[config.mk]
export PLATFORM = sky130hd
export DESIGN_NAME = sum_window_acc_flat
export DESIGN_NICKNAME = d
export VERILOG_FILES = /design/src/rtl/sum_window_acc_if.sv /design/src/rtl/sum_window_acc.sv /design/src/flat_wrapper.sv
export SDC_FILE = /design/constraint.sdc
export NUM_CORES = 1
export LEC_CHECK = 0
export CORE_ASPECT_RATIO = 1.25
export CORE_MARGIN = 1.5
export CORE_UTILIZATION = 37
export CTS_BUF_LIST = sky130_fd_sc_hd__clkbuf_4 sky130_fd_sc_hd__clkbuf_8
export DETAILED_ROUTE_END_ITERATION = 10
export GPL_ROUTABILITY_DRIVEN = 1
export PLACE_DENSITY = 0.68
export SLEW_MARGIN = 20
export SYNTH_ARGS = -nofsm -noshare
export SYNTH_HDL_FRONTEND = slang
export SYNTH_SLANG_ARGS = --single-unit
[constraint.sdc]
create_clock -name clk -period 5.85 [get_ports clk]
set_clock_uncertainty 0.15 [all_clocks]
set_input_delay 1.755 -clock clk [delete_from_list [all_inputs] [get_ports clk]]
set_output_delay 1.755 -clock clk [all_outputs]
set_load 0.02 [all_outputs]
[src/rtl/sum_window_acc_if.sv]
// Handshake bundle between the input-buffer adder, the window accumulator and the next DSP stage.
// The master drives samples and out_ready. The slave is the accumulator.
interface sum_window_acc_if #(
   parameter int unsigned N        = 10,
   parameter int unsigned WIN_LOG2 = 3
);
   localparam int unsigned ACC_W = N + 1 + WIN_LOG2;
   localparam int unsigned CNT_W = (WIN_LOG2 > 0) ? WIN_LOG2 : 1;

   logic             clr;
   logic             in_valid;
   logic [N-1:0]     in_sum;
   logic             in_co;
   logic             in_ready;
   logic             out_valid;
   logic [ACC_W-1:0] out_data;
   logic             out_ready;
   logic [CNT_W-1:0] win_cnt;

   modport master (
      output clr, in_valid, in_sum, in_co, out_ready,
      input  in_ready, out_valid, out_data, win_cnt
   );

   modport slave (
      input  clr, in_valid, in_sum, in_co, out_ready,
      output in_ready, out_valid, out_data, win_cnt
   );
endinterface

[src/rtl/sum_window_acc.sv]
// Accumulates 2^WIN_LOG2 adder samples ({co,sum}) per window and hands each result downstream
// through a valid/ready register. When SUM_WINDOW_AVG_EN is defined, the result is the rounded mean.
module sum_window_acc #(
   parameter int unsigned N        = 10,
   parameter int unsigned WIN_LOG2 = 3
) (
   input logic             clk,
   input logic             rst_n,
   sum_window_acc_if.slave bus
);
   localparam int unsigned ACC_W = N + 1 + WIN_LOG2;
   localparam int unsigned CNT_W = (WIN_LOG2 > 0) ? WIN_LOG2 : 1;
   localparam logic [CNT_W-1:0] CntLast = CNT_W'((1 << WIN_LOG2) - 1);

   logic [ACC_W-1:0] acc_q, acc_d;
   logic [ACC_W-1:0] out_data_q, out_data_d;
   logic [CNT_W-1:0] cnt_q, cnt_d;
   logic             out_valid_q, out_valid_d;
   logic [ACC_W-1:0] sum, result;
   logic             last, accept, complete;

   // With WIN_LOG2 = 0 the counter never leaves 0, so every sample is the last one.
   assign last     = (cnt_q == CntLast);
   assign bus.in_ready = ~last | ~out_valid_q | bus.out_ready;
   assign accept   = bus.in_valid & bus.in_ready;
   assign complete = accept & last & ~bus.clr;
   assign sum      = acc_q + ACC_W'({bus.in_co, bus.in_sum});

`ifdef SUM_WINDOW_AVG_EN
   localparam int unsigned RND_W = ACC_W + 1;
   localparam logic [RND_W-1:0] RoundAdd = RND_W'((1 << WIN_LOG2) >> 1);
   logic [RND_W-1:0] sum_rnd;
   assign sum_rnd = {1'b0, sum} + RoundAdd;
   assign result  = ACC_W'(sum_rnd >> WIN_LOG2);
`else
   assign result = sum;
`endif

   always_comb begin
      acc_d       = acc_q;
      cnt_d       = cnt_q;
      out_valid_d = out_valid_q;
      out_data_d  = out_data_q;
      // clr drops the partial window and any sample accepted alongside it.
      if (bus.clr) begin
         acc_d = '0;
         cnt_d = '0;
      end else if (accept) begin
         if (last) begin
            acc_d = '0;
            cnt_d = '0;
         end else begin
            acc_d = sum;
            cnt_d = cnt_q + CNT_W'(1);
         end
      end
      if (complete) begin
         out_valid_d = 1'b1;
         out_data_d  = result;
      end else if (out_valid_q & bus.out_ready) begin
         out_valid_d = 1'b0;
      end
   end

   always_ff @(posedge clk or negedge rst_n) begin
      if (!rst_n) begin
         acc_q       <= '0;
         cnt_q       <= '0;
         out_valid_q <= 1'b0;
         out_data_q  <= '0;
      end else begin
         acc_q       <= acc_d;
         cnt_q       <= cnt_d;
         out_valid_q <= out_valid_d;
         out_data_q  <= out_data_d;
      end
   end

   assign bus.out_valid = out_valid_q;
   assign bus.out_data  = out_data_q;
   assign bus.win_cnt   = cnt_q;
endmodule

[src/flat_wrapper.sv]
// flat-port wrapper written by rule: the top's interface ports become plain ports
module sum_window_acc_flat 
#(
   parameter int unsigned N        = 10,
   parameter int unsigned WIN_LOG2 = 3
)
  (clk, rst_n, bus_clr, bus_in_valid, bus_in_sum, bus_in_co, bus_out_ready, bus_in_ready, bus_out_valid, bus_out_data, bus_win_cnt);
  sum_window_acc_if #(.N(N), .WIN_LOG2(WIN_LOG2)) bus_i ();
  input logic clk;
  input logic rst_n;
  input wire logic [$bits(bus_i.clr)-1:0] bus_clr;
  input wire logic [$bits(bus_i.in_valid)-1:0] bus_in_valid;
  input wire logic [$bits(bus_i.in_sum)-1:0] bus_in_sum;
  input wire logic [$bits(bus_i.in_co)-1:0] bus_in_co;
  input wire logic [$bits(bus_i.out_ready)-1:0] bus_out_ready;
  output wire logic [$bits(bus_i.in_ready)-1:0] bus_in_ready;
  output wire logic [$bits(bus_i.out_valid)-1:0] bus_out_valid;
  output wire logic [$bits(bus_i.out_data)-1:0] bus_out_data;
  output wire logic [$bits(bus_i.win_cnt)-1:0] bus_win_cnt;
  assign bus_i.clr = bus_clr;
  assign bus_i.in_valid = bus_in_valid;
  assign bus_i.in_sum = bus_in_sum;
  assign bus_i.in_co = bus_in_co;
  assign bus_i.out_ready = bus_out_ready;
  assign bus_in_ready = bus_i.in_ready;
  assign bus_out_valid = bus_i.out_valid;
  assign bus_out_data = bus_i.out_data;
  assign bus_win_cnt = bus_i.win_cnt;
  sum_window_acc #(.N(N), .WIN_LOG2(WIN_LOG2)) u_core (.clk(clk), .rst_n(rst_n), .bus(bus_i));
endmodule
=== Yosys cells after proc, flatten, opt, wreduce, memory -nomap -nowiden ===
Index checks and enable logic that the tools add are counted.

* Input bits: 16
* Flip-flop bits (word level): 32
* Word-level logic and storage cells: 26

* Bitwise logic cells: 9
* Equality and inequality tests: 1
* $add $sub $neg: 2
* Muxes and demuxes: 8
* Reductions and logical operators: 2

{| class="wikitable"
|+ Operators with widths
! operator !! count
|-
| two-way mux 14 bit || 3
|-
| adder 14 x 11 -> 14 bit || 1
|-
| two-way mux 3 bit || 3
|-
| AND 1 bit || 4
|-
| nonzero test 2 bit || 2
|-
| adder 3 x 1 -> 3 bit, second input constant || 1
|-
| equality test 3 bit, second input constant || 1
|-
| NOT 1 bit || 3
|-
| two-way mux 1 bit || 2
|-
| bitwise OR 1 bit || 2
|}

=== Depth between registers and ports, before layout ===
* Word-level depth: 8
* Gate-level depth with buffers: 8

=== Worst setup path before layout ===
Ideal clock, no wire load.

* Path type: input -> output
* From: input port bus_out_ready
* To: output port bus_in_ready
* Setup slack: 1.877 ns
* Stages: 1
* Arrival: 2.068 ns
* Required time: 3.945 ns
* Path through: nand3b_1

* Cells in the longest elaborated chain, start to end: 1

{| class="wikitable"
|+ RTL lines
! element !! RTL line !! text
|-
| from (decl) || flat_wrapper.sv:15 || <nowiki>input wire logic [$bits(bus_i.out_ready)-1:0] bus_out_ready;</nowiki>
|-
| bitwise OR 1 bit || sum_window_acc.sv:24 || <nowiki>assign bus.in_ready = ~last | ~out_valid_q | bus.out_ready;</nowiki>
|-
| to (decl) || flat_wrapper.sv:16 || <nowiki>output wire logic [$bits(bus_i.in_ready)-1:0] bus_in_ready;</nowiki>
|}

Every way passes these cells.

=== Final worst setup path ===
Ends and elaborated chain as after synthesis.

==> run metrics <==
Resized Gates After CTS 0; highest-count cells in the layout ignoring fill and taps 34 x clkdlybuf4s50_1, 32 x dfrtp_1, 29 x nand2_1, 13 x ha_1, 12 x a21oi_1; Unique masters post-synth 38; routed vias 1367; placed cell count 261; Net Count, Synth 200; VDD IR max 0.1079 mV; die height 80.48 microns; largest net degree at the start of global routing 33; Routed Antenna Nets 0; Ys Warns 0; row cnt 28; Post-Synthesis Cell Area 1777 sq um; run status complete, no violations; RSZ-0062 raised after global routing false; DRC 0; Post-Route WL 3740 microns; worst hold path type flip-flop to flip-flop; Detailed Routing Iterations Pass 1 4; total grt overflow 0; Initial Utilization 37.85%; asr flop ratio synth 100.0%; initial antenna violation count 0; most frequently used flop master after synthesis dfrtp_1; final hold vios 0; WL/cell 13.90 microns; PwrDens 279.6 nW/um^2; share of cells above drive strength 1 11.96%; CP Max Fanout 5; startpoint types input port; # hold bufs at CTS 0; vias in the first global route 1401; CTS H-tree lvls 2; setup ws final 918.0 ps; maxcap violations 0; Tot GR Track Use 16.38%; Synth Instances 170; I/O pins 35; CTS clk-pin slew, worst paths 70 ps; CTS buffer count 5; placed inst area 2192 sq um; Vias/cell 5.082; Mapped Avg Cell Area 10.45 sq um; Cell Count, Final, Fillers Out 269; Final Core Density 49.39%; Max Buffers Root-to-Sink 2; register area share after synthesis 45.07%; CP endpoint kind output pin; FMAX 202.8 MHz; synth-to-layout area growth 30.49%; first-pass GRT wire length 6506 microns; routability cong. 0.7730; # setup viols final 0; CTS Sinks 32; leakage 1.065 nW; Final Critical Period 4932 ps; hold_ws 324.9 ps; total power 0.6481 mW; HPWL after DPL 2627 microns; detailed router's first-iteration violation count 34; I/O Buffers 34; kind of critical path input port to output pin; Worst EP arrival 3030 ps; post-route cell area 2318 sq um; most common cell after layout, fill and taps aside clkdlybuf4s50_1; width of the die 64.98 microns; Root Buffer clkbuf_8; NumNets Final 238; CTS tree built; CORE AREA 4695 sq um; Yosys reg bits 32; ANT cells 0; die area 5229 sq um; final count of pins violating max slew 0; setup_tns 0 ps; Clock Latency Late Sink 280 ps; post-CTS setup repair buffer count 0; Post-synth EDFFs 0; Final Cycle Share 84.31%; dpl ws 912.3 ps; relative slew slack 59.33%; data required time at the worst endpoint 3940 ps; worst-margin pin slew 610.0 ps
[layout make-up]
type | count | area [sq um]
Clock buffer | 7 | 96.34
Multi-Input combinational cell | 129 | 942.2
Tap cell | 60 | 75.07
Clock inverter | 1 | 30.03
Sequential cell | 32 | 800.8
Fill cell | 448 | 2376
Inverter | 3 | 11.26
Timing Repair Buffer | 37 | 362.8
[registers in the layout (all words and copies together), names as in the netlist]
| signal | flops |
|---|---|
| u_core.acc_q | 14 |
| u_core.bus.out_data | 14 |
| u_core.bus.win_cnt | 3 |
| u_core.bus.out_valid | 1 |
[worst paths after layout]
| check | from | to | slack (ps) | depth (start not counted) |
|---|---|---|---|---|
| min in group asynchronous | rst_n | u_core.bus.out_data[1] | 1720 | 2 |
| setup reg to reg | u_core.acc_q[0] | u_core.bus.out_data[10] | 3360 | 8 |
| max in group asynchronous | rst_n | u_core.acc_q[2] | 3530 | 2 |
| hold reg to reg | u_core.bus.out_data[1] | u_core.bus.out_data[1] | 320 | 2 |
| hold / removal | u_core.bus.out_data[1] | u_core.bus.out_data[1] | 320 | 2 |
| setup / recovery | bus_out_ready | bus_in_ready | 920 | 3 |
[Yosys cell counts, types with 2 or more instances]
library cell	n	area (sq um)
dfrtp_1	32	800.8
nand2_1	29	108.9
ha_1	13	162.7
a21oi_1	12	60.06
a22o_1	10	87.58
xnor2_1	9	78.83
clkbuf_1	5	18.77
nand3_1	5	25.02
nor2_1	4	15.01
nor2b_1	4	25.02
inv_1	3	11.26
mux2_2	3	33.78
nand4_1	3	18.77
o21ai_0	3	15.01
o21ai_1	3	15.01
a21o_1	2	15.01
a21oi_2	2	17.52
mux2_4	2	30.03
nand2b_1	2	12.51
nor3_1	2	10.01
o21a_1	2	15.01
o22ai_1	2	12.51
o31ai_2	2	25.02
xor2_1	2	17.52
[metal layers]
layer  part of all wire [%]  global-route usage [%]  up-vias
met5                      0                       0        -
met4                    2.5                   9.149        0
met3                    4.0                   2.941        9
met2                     48                   26.08       32
met1                     45                   20.83      643
li1                       -                       -      683
[report_power, final]
group          internal (mW)  switching (mW)  leakage (nW)  total [mW]
Combinational         0.0750          0.0857         0.563       0.161
Clock                  0.150          0.0840        0.0645       0.234
Sequential             0.237          0.0159         0.437       0.253
Total                  0.463           0.186          1.06       0.648
[logic make-up after synthesis]
group           count (synthesis)  share of synthesized area (%)
buf+inv                         9                          1.901
flops                          32                          45.07
simple gates                   54                          14.23
compound gates                 45                          19.51
mux                             5                          3.591
fa+ha+maj                      14                          10.28
xor+xnor                       11                          5.423
[worst max-delay path, cell delays in order]
cell	delay, ps
clkdlybuf4s50_1	460
nand3b_1	180
clkdlybuf4s50_1	630
Power figures use the tool's default switching activity.
